<file path="src/rtl/uart_pkg.sv">
// Shared UART definitions: state encoding, parity modes, legal parameter ranges.
package uart_pkg;

  localparam int DATA_BITS_MIN  = 5;
  localparam int DATA_BITS_MAX  = 9;
  localparam int OVERSAMPLE_MIN = 1;
  localparam int OVERSAMPLE_MAX = 32;

  localparam logic [1:0] PAR_NONE = 2'b00;
  localparam logic [1:0] PAR_EVEN = 2'b01;
  localparam logic [1:0] PAR_ODD  = 2'b10;
  localparam logic [1:0] PAR_RSVD = 2'b11;

  localparam logic [2:0] ST_IDLE_ENC   = 3'd0;
  localparam logic [2:0] ST_START_ENC  = 3'd1;
  localparam logic [2:0] ST_DATA_ENC   = 3'd2;
  localparam logic [2:0] ST_PARITY_ENC = 3'd3;
  localparam logic [2:0] ST_STOP_ENC   = 3'd4;

  typedef enum logic [2:0] {
    ST_IDLE   = ST_IDLE_ENC,
    ST_START  = ST_START_ENC,
    ST_DATA   = ST_DATA_ENC,
    ST_PARITY = ST_PARITY_ENC,
    ST_STOP   = ST_STOP_ENC
  } uart_state_e;

  // Counter width that stays legal when the count range collapses to one value.
  function automatic int cnt_width(input int n);
    return (n <= 1) ? 1 : $clog2(n);
  endfunction

  // Reserved mode 11 is treated as no parity.
  function automatic logic parity_enabled(input logic [1:0] mode);
    return (mode == PAR_EVEN) || (mode == PAR_ODD);
  endfunction

endpackage

</file>
<file path="src/rtl/uart_bit_timer.sv">
// Oversample tick counter: one bit period is OVERSAMPLE ticks, bit_end pulses on the last one.
module uart_bit_timer
  import uart_pkg::*;
#(
  parameter int OVERSAMPLE = 16
) (
  input  logic clk,
  input  logic reset,
  input  logic i_clear,
  input  logic i_tick,
  output logic o_bit_end
);

  localparam int            CW   = cnt_width(OVERSAMPLE);
  localparam logic [CW-1:0] LAST = CW'(OVERSAMPLE - 1);

  logic [CW-1:0] r_tick_cnt;

  assign o_bit_end = i_tick && (r_tick_cnt == LAST);

  // Count ticks, wrap at the end of each bit; clear wins over a coincident tick.
  always_ff @(posedge clk or negedge reset) begin
    if (!reset) begin
      r_tick_cnt <= '0;
    end else if (i_clear) begin
      r_tick_cnt <= '0;
    end else if (i_tick) begin
      r_tick_cnt <= (r_tick_cnt == LAST) ? '0 : r_tick_cnt + CW'(1);
    end
  end

endmodule

</file>
<file path="src/rtl/uart_tx_frame.sv">
// Parametrised UART transmitter: start bit, DATA_BITS data LSB first, optional parity, 1/2 stop.
//
// state  | meaning
// IDLE   | line high, waiting for start; timer held clear
// START  | start bit (low) for one bit period
// DATA   | shifting out data bits, LSB first
// PARITY | even/odd parity bit over the latched character
// STOP   | line high for one or two bit periods, then tx_done
module uart_tx_frame
  import uart_pkg::*;
#(
  parameter int DATA_BITS  = 8,
  parameter int OVERSAMPLE = 16
) (
  input  logic                 clk,
  input  logic                 reset,
  input  logic                 b_tick,
  input  logic                 start,
  input  logic [DATA_BITS-1:0] tx_data,
  input  logic [1:0]           parity_mode,
  input  logic                 stop2,
  output logic                 tx,
  output logic                 tx_busy,
  output logic                 tx_done
);

  localparam int            BW       = cnt_width(DATA_BITS);
  localparam logic [BW-1:0] LAST_BIT = BW'(DATA_BITS - 1);

  uart_state_e          r_state;
  logic [DATA_BITS-1:0] r_shift;
  logic [BW-1:0]        r_bit_cnt;
  logic                 r_par_en;
  logic                 r_par_bit;
  logic                 r_stop2;
  logic                 r_stop_cnt;
  logic                 r_tx;
  logic                 r_busy;
  logic                 r_done;
  logic                 w_bit_end;
  logic                 w_timer_clear;

  // Holding the timer clear in IDLE makes every frame start on a fresh bit
  // period and drops any b_tick coincident with the accepting edge.
  assign w_timer_clear = (r_state == ST_IDLE);

  uart_bit_timer #(
    .OVERSAMPLE(OVERSAMPLE)
  ) u_bit_timer (
    .clk      (clk),
    .reset    (reset),
    .i_clear  (w_timer_clear),
    .i_tick   (b_tick),
    .o_bit_end(w_bit_end)
  );

  // Frame sequencer with registered line, busy and done outputs.
  always_ff @(posedge clk or negedge reset) begin
    if (!reset) begin
      r_state    <= ST_IDLE;
      r_shift    <= '0;
      r_bit_cnt  <= '0;
      r_par_en   <= 1'b0;
      r_par_bit  <= 1'b0;
      r_stop2    <= 1'b0;
      r_stop_cnt <= 1'b0;
      r_tx       <= 1'b1;
      r_busy     <= 1'b0;
      r_done     <= 1'b0;
    end else begin
      r_done <= 1'b0;
      case (r_state)
        ST_IDLE: begin
          if (start) begin
            r_shift    <= tx_data;
            r_par_en   <= parity_enabled(parity_mode);
            r_par_bit  <= (^tx_data) ^ (parity_mode == PAR_ODD);
            r_stop2    <= stop2;
            r_bit_cnt  <= '0;
            r_stop_cnt <= 1'b0;
            r_tx       <= 1'b0;
            r_busy     <= 1'b1;
            r_state    <= ST_START;
          end
        end
        ST_START: begin
          if (w_bit_end) begin
            r_tx    <= r_shift[0];
            r_shift <= r_shift >> 1;
            r_state <= ST_DATA;
          end
        end
        ST_DATA: begin
          if (w_bit_end) begin
            if (r_bit_cnt == LAST_BIT) begin
              if (r_par_en) begin
                r_tx    <= r_par_bit;
                r_state <= ST_PARITY;
              end else begin
                r_tx    <= 1'b1;
                r_state <= ST_STOP;
              end
            end else begin
              r_bit_cnt <= r_bit_cnt + BW'(1);
              r_tx      <= r_shift[0];
              r_shift   <= r_shift >> 1;
            end
          end
        end
        ST_PARITY: begin
          if (w_bit_end) begin
            r_tx    <= 1'b1;
            r_state <= ST_STOP;
          end
        end
        ST_STOP: begin
          if (w_bit_end) begin
            if (r_stop2 && !r_stop_cnt) begin
              r_stop_cnt <= 1'b1;
            end else begin
              r_tx    <= 1'b1;
              r_busy  <= 1'b0;
              r_done  <= 1'b1;
              r_state <= ST_IDLE;
            end
          end
        end
        default: begin
          r_tx    <= 1'b1;
          r_busy  <= 1'b0;
          r_state <= ST_IDLE;
        end
      endcase
    end
  end

  assign tx      = r_tx;
  assign tx_busy = r_busy;
  assign tx_done = r_done;

endmodule
</file>
<file path="config.mk">
export PLATFORM = sky130hd
export DESIGN_NAME = uart_tx_frame
export DESIGN_NICKNAME = d
export VERILOG_FILES = /design/src/rtl/uart_pkg.sv /design/src/rtl/uart_bit_timer.sv /design/src/rtl/uart_tx_frame.sv
export SDC_FILE = /design/constraint.sdc
export NUM_CORES = 1
export LEC_CHECK = 0
export BUFFER_PORTS_ARGS = -buffer_cell sky130_fd_sc_hd__buf_2
export CAP_MARGIN = 20
export CORE_UTILIZATION = 33
export CTS_CLUSTER_SIZE = 25
export DETAILED_ROUTE_END_ITERATION = 8
export MAX_ROUTING_LAYER = met4
export PLACE_DENSITY = 0.63
export RECOVER_POWER = 25
export SETUP_SLACK_MARGIN = 0.15
export SLEW_MARGIN = 20
export SYNTH_ARGS = -nofsm -noshare
export SYNTH_HDL_FRONTEND = slang
export SYNTH_SLANG_ARGS = --single-unit
</file>
<file path="constraint.sdc">
create_clock -name clk -period 2.1 [get_ports clk]
set_input_delay 0.42 -clock clk [delete_from_list [all_inputs] [get_ports clk]]
set_output_delay 0.42 -clock clk [all_outputs]
set_load 0.005 [all_outputs]
</file>
# ---- Word level (Yosys, flattened, before mapping)
# Cells that the tools add are included.
dict set report word_totals {
  word_cells 90
  in_bits 15
  ff_bits 25
  out_inout_bits 3
}
dict set report classes {
  muxes 40
  n_eq_ne 17
  n_reduce_logical 18
  n_bitwise 2
  addsub 2
}
# cell n
set op_table {}
lappend op_table {{3-bit 2-to-1 mux} 11}
lappend op_table {{8-bit 2-to-1 mux} 4}
lappend op_table {{8-bit one-hot mux with 3 select lines} 1}
lappend op_table {{1-bit 2-to-1 mux} 16}
lappend op_table {{3-bit one-hot mux with 5 select lines} 1}
lappend op_table {{4-bit 2-to-1 mux} 3}
lappend op_table {{4-bit AND reduction} 3}
lappend op_table {{2-bit inequality test (second input constant)} 5}
lappend op_table {{2-bit by 1-bit inequality test with 1-bit output (second input constant)} 4}
lappend op_table {{8-bit parity} 1}
lappend op_table {{7-bit AND reduction} 1}
lappend op_table {{3-bit by 2-bit == test with 1-bit output (second input constant)} 2}
lappend op_table {{3-bit == test (second input constant)} 2}
lappend op_table {{3-bit one-hot mux with 2 select lines} 1}
lappend op_table {{6-bit AND reduction} 1}
lappend op_table {{2-bit nonzero test} 3}
lappend op_table {{1-bit one-hot mux with 5 select lines} 1}
lappend op_table {{5-bit AND reduction} 1}
lappend op_table {{4-bit by 1-bit adder with 4-bit output (second input constant)} 1}
lappend op_table {{4-bit == test (second input constant)} 1}
lappend op_table {{3-bit by 1-bit adder with 3-bit output (second input constant)} 1}
lappend op_table {{3-bit by 1-bit == test with 1-bit output (second input constant)} 1}
lappend op_table {{3-bit zero test} 1}
lappend op_table {{1-bit one-hot mux with 3 select lines} 1}
lappend op_table {{11 further kinds} 12}

# ---- Logic depth before layout (Yosys ltp)
# Gate-level depths: netlist of run 1.
dict set report logic_depth {
  depth_word 5
  ltp_mapped 6
  ltp_nobuf 6
}

# ---- Modules after synthesis
# From an unflattened synthesis of run 1, not the netlist that was laid out.
dict set report unflattened {
  cells_unflattened 135
  area_unflattened_um2 1387.6
}
# mod area_per_inst_um2 cells_each instances seq_area_each_um2
set modules_own_cells {}
lappend modules_own_cells {uart_tx_frame 1182.4 113 1 526.8}
lappend modules_own_cells {uart_bit_timer 205.2 22 1 100.1}

# ---- Least setup slack after synthesis of run 1
# No wires, ideal clock.
dict set report synth_timing {
  kind {reg-to-reg}
  from {register r_bit_cnt[0]}
  to {register r_shift[0]}
  setup_ns 0.125
  arrival_ns 1.900
  path_slack_ns 0.076
  stages_incl_launch_ff 7
  period_less_slack_ns 2.024
  n_path_buf 0
  required_ns 1.975
  path_cell_list {dfrtp_1 > ha_1 > ha_1 > nand2b_1 > or3_4 > a31oi_4 > mux2_2}
}
dict set report synth_via {
  elab_chain_cells 3
}
# item line_no
set synth_rtl {}
lappend synth_rtl {{start, declared} uart_tx_frame.sv:32} ;# logic [BW-1:0] r_bit_cnt;
lappend synth_rtl {{start signal, assigned} uart_tx_frame.sv:104} ;# r_bit_cnt <= r_bit_cnt + BW'(1);
lappend synth_rtl {{3-bit == test} uart_tx_frame.sv:95} ;# if (r_bit_cnt == LAST_BIT) begin
lappend synth_rtl {{2-bit inequality test (no source line)} -}
lappend synth_rtl {{5-bit AND reduction (no source line)} -}
lappend synth_rtl {{end signal, assigned} uart_tx_frame.sv:75} ;# r_shift <= tx_data;
lappend synth_rtl {{end signal, assigned} uart_tx_frame.sv:89} ;# r_shift <= r_shift >> 1;
lappend synth_rtl {{end signal, assigned} uart_tx_frame.sv:106} ;# r_shift <= r_shift >> 1;
lappend synth_rtl {{end, declared} uart_tx_frame.sv:31} ;# logic [DATA_BITS-1:0] r_shift;
# Every way passes these cells.
# A chain may end at the register's enable or synchronous reset.

# ---- Worst setup path after layout of run 1
dict set report layout_timing {
  from {register r_bit_cnt[0]}
  to {register r_shift[3]}
}
# The elaborated chain is that of the path after synthesis.

==> results of run 1 <==
-- worst max path at each step --
stage / to / slack (ps) / depth (start not counted)
6_report: r_shift[3]$_DFFE_PN0P_ / 120 / 7
2_1_floorplan: r_shift[0]$_DFFE_PN0P_ / 160 / 6
5_1_grt: r_shift[6]$_DFFE_PN0P_ / 80 / 7
3_3_place_gp: r_shift[4]$_DFFE_PN0P_ / 160 / 7
4_1_cts: r_shift[3]$_DFFE_PN0P_ / 140 / 7
3_5_place_dp: r_shift[0]$_DFFE_PN0P_ / 130 / 7
-- layout by cell type, fill, tap and decap left out, types with 2 or more instances in the layout --
cell type / netlist / routed
nor2_1: 9 / 9
nand3_1: 5 / 5
clkbuf_1: 3 / 2
dfrtp_1: 24 / 24
xor2_1: 3 / 3
buf_2: 2 / 16
nand2_1: 9 / 9
mux2_4: 0 / 7
xnor2_1: 5 / 5
buf_4: 0 / 10
a22o_1: 3 / 3
a21oi_1: 9 / 9
nor3_1: 5 / 5
ha_2: 0 / 2
o21ai_0: 8 / 8
inv_1: 5 / 5
clkbuf_8: 0 / 3
mux2_2: 16 / 9
-- worst max-delay path: stages (launching register included) --
cell and delay, ps:
dfrtp_1 400, ha_2 210, ha_4 150, nand2b_4 130
or3_4 350, a31oi_4 170, buf_12 150, mux2_4 300
-- through the flow --
stage	hold slack [ps]	setup slack [ps]	instances
floorplan	124.4	158.5	131
global placement	431.5	162.6	199
detailed placement	446.2	133.0	199
CTS	141.0	137.5	207
global route	371.9	83.89	208
finish	371.1	124.8	208
-- report_power, final --
| group | switching, mW | leakage, nW | internal [mW] |
|---|---|---|---|
| registers | 0.176 | 0.311 | 0.654 |
| clock network | 0.152 | 0.0228 | 0.136 |
| logic | 0.317 | 0.422 | 0.449 |
-- layout make-up --
cell class / count / area, µm² / area share
Sequential cell: 25 / 626.9 / 0.3681
Inverter: 5 / 18.77 / 0.01102
Multi-Input combinational cell: 96 / 770.7 / 0.4526
Tap cell: 50 / 62.56 / 0.03674
Clock buffer: 4 / 45.04 / 0.02645
Timing Repair Buffer: 28 / 178.9 / 0.1051
-- state kept, by name (all words and copies together) (netlist names) --
name and cells:
r_shift 8, u_bit_timer.r_tick_cnt 4, r_bit_cnt 3, r_state 3
r_par_bit 1, r_par_en 1, r_stop2 1, r_stop_cnt 1
tx 1, tx_busy 1, tx_done 1
-- cells by family (layout without fill, tap and decap cells) --
family,after synthesis,after routing
xor gates and xnor gates,9,9
AOI/OAI and AO/OA,28,28
DFF,25,25
muxes,17,17
and+or+nand+nor,38,38
buffers and inverters,10,37
adders and majority gates,4,4
-- synth_stat cells (2+ instances only) --
library cell	n	area share
nor3_1	5	0.018
xor2_1	3	0.019
dfrtp_1	24	0.43
xnor2_1	5	0.032
buf_2	2	0.0072
nand3_1	5	0.018
a21oi_1	9	0.032
ha_1	4	0.036
nor2_1	9	0.024
clkbuf_1	3	0.0081
a22o_1	3	0.019
o21ai_0	8	0.029
mux2_2	16	0.13
inv_1	5	0.014
nand2_1	9	0.024
-- repair_timing --
| action | CTS | global route |
|---|---|---|
| buffers inserted | 4 | 1 |
| pin swaps | 0 | 0 |
| hold endpoints to repair | 0 | 0 |
| gates resized for setup | 1 | 1 |
| endpoints found under the setup margin | 7 | 7 |
-- per-layer routing --
layer  vias up  part of all wire
met1       507              0.46
li1        528                 -
met5         -                 0
met3         5             0.051
met4         0             0.015
met2        38              0.48
==> impl_metrics.csv, run 1 <==
group,metric,value,unit
global_routing,first_global_vias,1076,
synthesis,synth_xor_area_frac,0.06679,
floorplan,start_util,0.3441,
timing,fin_crit,1975,ps
finish,layout.nets,178,
cts,cts_hold_buf,0,
setup_path,worstReg2RegStart,"r_bit_cnt[0]$_DFFE_PN0P_",
finish,fin_util,0.4227,
setup_path,rr_worst_depth,7,
cts,numCtsBuffers,3,
setup_path,timing.rr.end,"r_shift[3]$_DFFE_PN0P_",
synthesis,synth-async-reset-ratio,1.000,
synthesis,syn_nets,150,
synthesis,ys_ff_latch,25,
floorplan,rows,23,
global_routing,antenna_found_initial,0,
detailed_routing,dr.pass1.iters,4,
finish,final_layout_size_suffix_gt1_frac,0.3481,
timing,fmax,506.3,MHz
timing,final.setup.tns,0,ps
setup_path,r2r_slack,120,ps
floorplan,pin_count,18,
setup_path,cp-end-kind,"flip-flop",
synthesis,synth-main-ff-cell,"dfrtp_1",
run,cap_violations,0,
synthesis,synth_compound_area_frac,0.1354,
timing,setup_viol,0,
hold_path,whs_path_depth,2,
global_routing,grt_usage,0.1537,
power_and_ir_drop,power,1.884,mW
timing,relSlewSlack,0.1056,
global_routing,grtUsageMet1,0.1934,
synthesis,ys_warn_count,0,
cts,clk-insertion-delay-late,270,ps
timing,rsz0062_at_grt,"yes",
detailed_routing,wl_per_cell,13.99,µm
cts,cts_root_buffer,"clkbuf_8",
synthesis,synth-simple-area-share,0.1435,
timing,finClkSkew,5.778,ps
cts,cts.path.max_buffers,2,
setup_path,crit_arrival,2130,ps
cts,clk_pin_slew,90,ps
placement,hpwl,2.088,mm
synthesis,synth_top_family_by_area,"simple AND/OR/NAND/NOR gates",
timing,finalHoldViolCount,0,
synthesis,synth_fa_ha_area_frac,0.03610,
setup_path,startpoint_type,"flip-flop",
status,status,"finished clean",
finish,postLayoutCellArea,0.001703,mm²
hold_path,min_to,"r_stop2$_DFFE_PN0P_",
setup_path,crit_path_max_fanout,8,
synthesis,seq_area_frac_synth,0.4522,
detailed_routing,drc,0,
power_and_ir_drop,leakage,0.7565,nW
synthesis,synth_edf_count,0,
global_routing,grt-ovfl-total,0,
timing,fin_crit_sh,0.9406,
detailed_routing,routed_wl,2.910,mm
global_routing,use_met2,0.2399,
finish,fillers,393,
global_routing,grt_pass1_wl,4.899,mm
global_routing,grt_max_degree,26,
cts,htree_levels,1,
setup_path,crit_type,"reg2reg",
detailed_routing,via_per_inst,5.183,
synthesis,netlist-cell-type-count,36,
global_routing,grt.met3_usage,0.02911,
setup_path,startpoint,"r_bit_cnt[0]$_DFFE_PN0P_",
power_and_ir_drop,peakVddDrop,0.4281,mV
floorplan,die_y,66.82,µm
timing,worst_pin_slew,1342,ps
synthesis,synthMuxAreaShare,0.1372,
placement,place_congestion,0.8943,
floorplan,coreArea,0.004029,mm²
finish,diodes,0,
synthesis,netlist_instances,131,
detailed_routing,first_iter_violations,57,
floorplan,die_x,66.82,µm
global_routing,busiest_layer,"met2",
detailed_routing,vias,1078,
detailed_routing,ant_nets,0,
cts,tritoncts,"yes",
finish,area_growth,22.83,%
setup_path,worstPathRequired,2260,ps
synthesis,syn-cell-area,0.001386,mm²
cts,numClockSinks,25,
placement,placed_area,0.001609,mm²
power_and_ir_drop,powerDensity,1106,mW/mm²
synthesis,syn_area_per_cell,10.58,µm²
placement,portBuffers,17,
timing,slew_viol_final,0,
floorplan,die-area,0.004464,mm²
hold_path,min-delay-start,"stop2",
hold_path,min_path_type,"in2reg",
Power figures use the tool's default switching activity.
==> inputs of run 2 (changes only) <==
CTS_CLUSTER_DIAMETER = 200   (was default)
PLACE_DENSITY = 0.61   (was 0.63)
clock period = 1.9 ns   (was 2.1 ns; I/O delays follow)
==> impl_metrics.csv, run 2 (synthesized netlist as in run 1, its figures left out) <==
group,metric,value,unit
timing,rsz0062_at_grt,"yes",
cts,cts_root_buffer,"clkbuf_8",
floorplan,rows,23,
setup_path,worstPathRequired,2050,ps
global_routing,grt_pass1_wl,4.830,mm
status,violations,"setup timing",
global_routing,grt-ovfl-total,0,
global_routing,grt_usage,0.1500,
detailed_routing,ant_nets,0,
finish,final_layout_size_suffix_gt1_frac,0.3439,
power_and_ir_drop,leakage,0.7505,nW
timing,worst_pin_slew,1318,ps
finish,layout_commonest_cell,"dfrtp_1",
timing,final.setup.tns,-295.0,ps
finish,top_regs,"r_shift: 8 flops, u_bit_timer.r_tick_cnt: 4 flops",
placement,portBuffers,17,
cts,cts.path.max_buffers,2,
finish,regMostFlops,"r_shift",
timing,finClkSkew,2.205,ps
setup_path,rr_worst_depth,7,
cts,numClockSinks,25,
global_routing,grt_max_degree,26,
global_routing,first_global_vias,1035,
detailed_routing,dr.pass1.iters,4,
setup_path,worstReg2RegStart,"r_bit_cnt[1]$_DFFE_PN0P_",
detailed_routing,drc,0,
detailed_routing,wl_met2,1.259,mm
timing,holdWs,341.2,ps
finish,largest_reg_flops,8,
setup_path,cp_cell_sequence,"ha_2 -> ha_4 -> nand2b_4 -> or3_4 -> a31oi_4 -> buf_12 -> mux2_4",
detailed_routing,wl_met3,122,µm
setup_path,crit_path_max_fanout,8,
detailed_routing,vias,1076,
cts,clk-insertion-delay-late,260,ps
setup_path,crit_arrival,2100,ps
timing,fmax,513.8,MHz
cts,htree_levels,1,
setup_path,crit_cells,7,
floorplan,die_y,66.82,µm
setup_path,startpoint_type,"flip-flop",
finish,fillers,405,
detailed_routing,routed_wl,2.821,mm
setup_path,critical-path-slowest-cell,"dfrtp_1",
setup_path,critPathBufInv,1,
finish,area_growth,22.29,%
timing,slew_viol_final,0,
timing,setup_ws,-46.33,ps
setup_path,crit_type,"reg2reg",
timing,setup_viol,7,
setup_path,critical-path-top-delay-family,"simple AND/OR/NAND/NOR gates",
status,status,"finished, violations left",
cts,tritoncts,"yes",
setup_path,critPathCapture,"r_shift[3]$_DFFE_PN0P_",
finish,diodes,0,
hold_path,min_path_type,"in2reg",
floorplan,start_util,0.3441,
cts,numCtsBuffers,3,
setup_path,r2r_slack,-50,ps
floorplan,coreArea,0.004029,mm²
floorplan,pin_count,18,
timing,finalHoldViolCount,0,
timing,relSlewSlack,0.1216,
cts,cts_hold_buf,0,
floorplan,die-area,0.004464,mm²
setup_path,timing.rr.end,"r_shift[3]$_DFFE_PN0P_",
cts,postCtsSetupRepairBufs,0,
detailed_routing,wl_met1,1.411,mm
detailed_routing,wl_per_cell,13.63,µm
run,cap_violations,0,
finish,layout_common_cells,"dfrtp_1, buf_2",
detailed_routing,highest-signal-layer,"met4",
setup_path,startpoint,"r_bit_cnt[1]$_DFFE_PN0P_",
power_and_ir_drop,peakVddDrop,0.5167,mV
placement,hpwl,2.157,mm
hold_path,whs_path_depth,2,
finish,layout.nets,177,
detailed_routing,via_per_inst,5.198,
timing,fin_crit,1946,ps
setup_path,cp-end-kind,"flip-flop",
global_routing,antenna_found_initial,0,
setup_path,cp_slowest_stage_delay,390,ps
power_and_ir_drop,powerDensity,1227,mW/mm²
floorplan,die_x,66.82,µm
detailed_routing,first_iter_violations,54,
placement,place_congestion,0.8093,
cts,clk_pin_slew,80,ps
timing,fin_crit_sh,1.024,
[run 2: metrics by stage]
step / instances / total power [mW] / util / instance area, µm² / setup WS, ps
after floorplan: 131 / 1.507 / - / 1438 / -26.71
after global placement: 203 / 1.735 / 0.4099 / 1652 / -0.8458
after detailed placement: 203 / 1.785 / 0.4099 / 1652 / -40.67
after CTS: 207 / 2.101 / 0.4211 / 1697 / -51.80
after global routing: 207 / 2.249 / 0.4208 / 1695 / -94.00
final: 207 / 2.080 / 0.4208 / 1695 / -46.33
[run 2: what timing repair did]
item,in CTS,in global routing
pin swaps,0,0
resized for setup,0,0
endpoints found under the setup margin,8,11
gates cloned,0,0
endpoints found under the hold margin,0,0
[run 2: power by group]
group / total [mW] / internal, mW / switching [mW] / leakage [nW]
sequential: 0.909 / 0.723 / 0.186 / 0.311
clock: 0.306 / 0.150 / 0.156 / 0.0228
combinational: 0.865 / 0.510 / 0.355 / 0.416
[run 2: area by class of cell]
class,instances,area (µm²),area share
multi-input combinational,96,770.7,0.4546
sequential,25,626.9,0.3697
timing repair buffer,27,171.4,0.1011
tap,50,62.56,0.03690
clock buffer,4,45.04,0.02657
inverter,5,18.77,0.01107
[run 2: worst min path at each step]
| stage | start | end | slack, ps |
|---|---|---|---|
| 2_1_floorplan | reset | r_bit_cnt[0]$_DFFE_PN0P_ | 80 |
| 3_3_place_gp | reset | tx_done$_DFF_PN0_ | 400 |
| 3_5_place_dp | reset | tx_done$_DFF_PN0_ | 400 |
| 4_1_cts | reset | tx_done$_DFF_PN0_ | 110 |
| 5_1_grt | stop2 | r_stop2$_DFFE_PN0P_ | 340 |
| 6_report | stop2 | r_stop2$_DFFE_PN0P_ | 340 |
[run 2: routing by layer]
metal,GRT usage,vias up
met1,0.2043,514
met5,-,-
met2,0.2298,31
li1,-,527
met4,0.03191,0
met3,0.03082,4
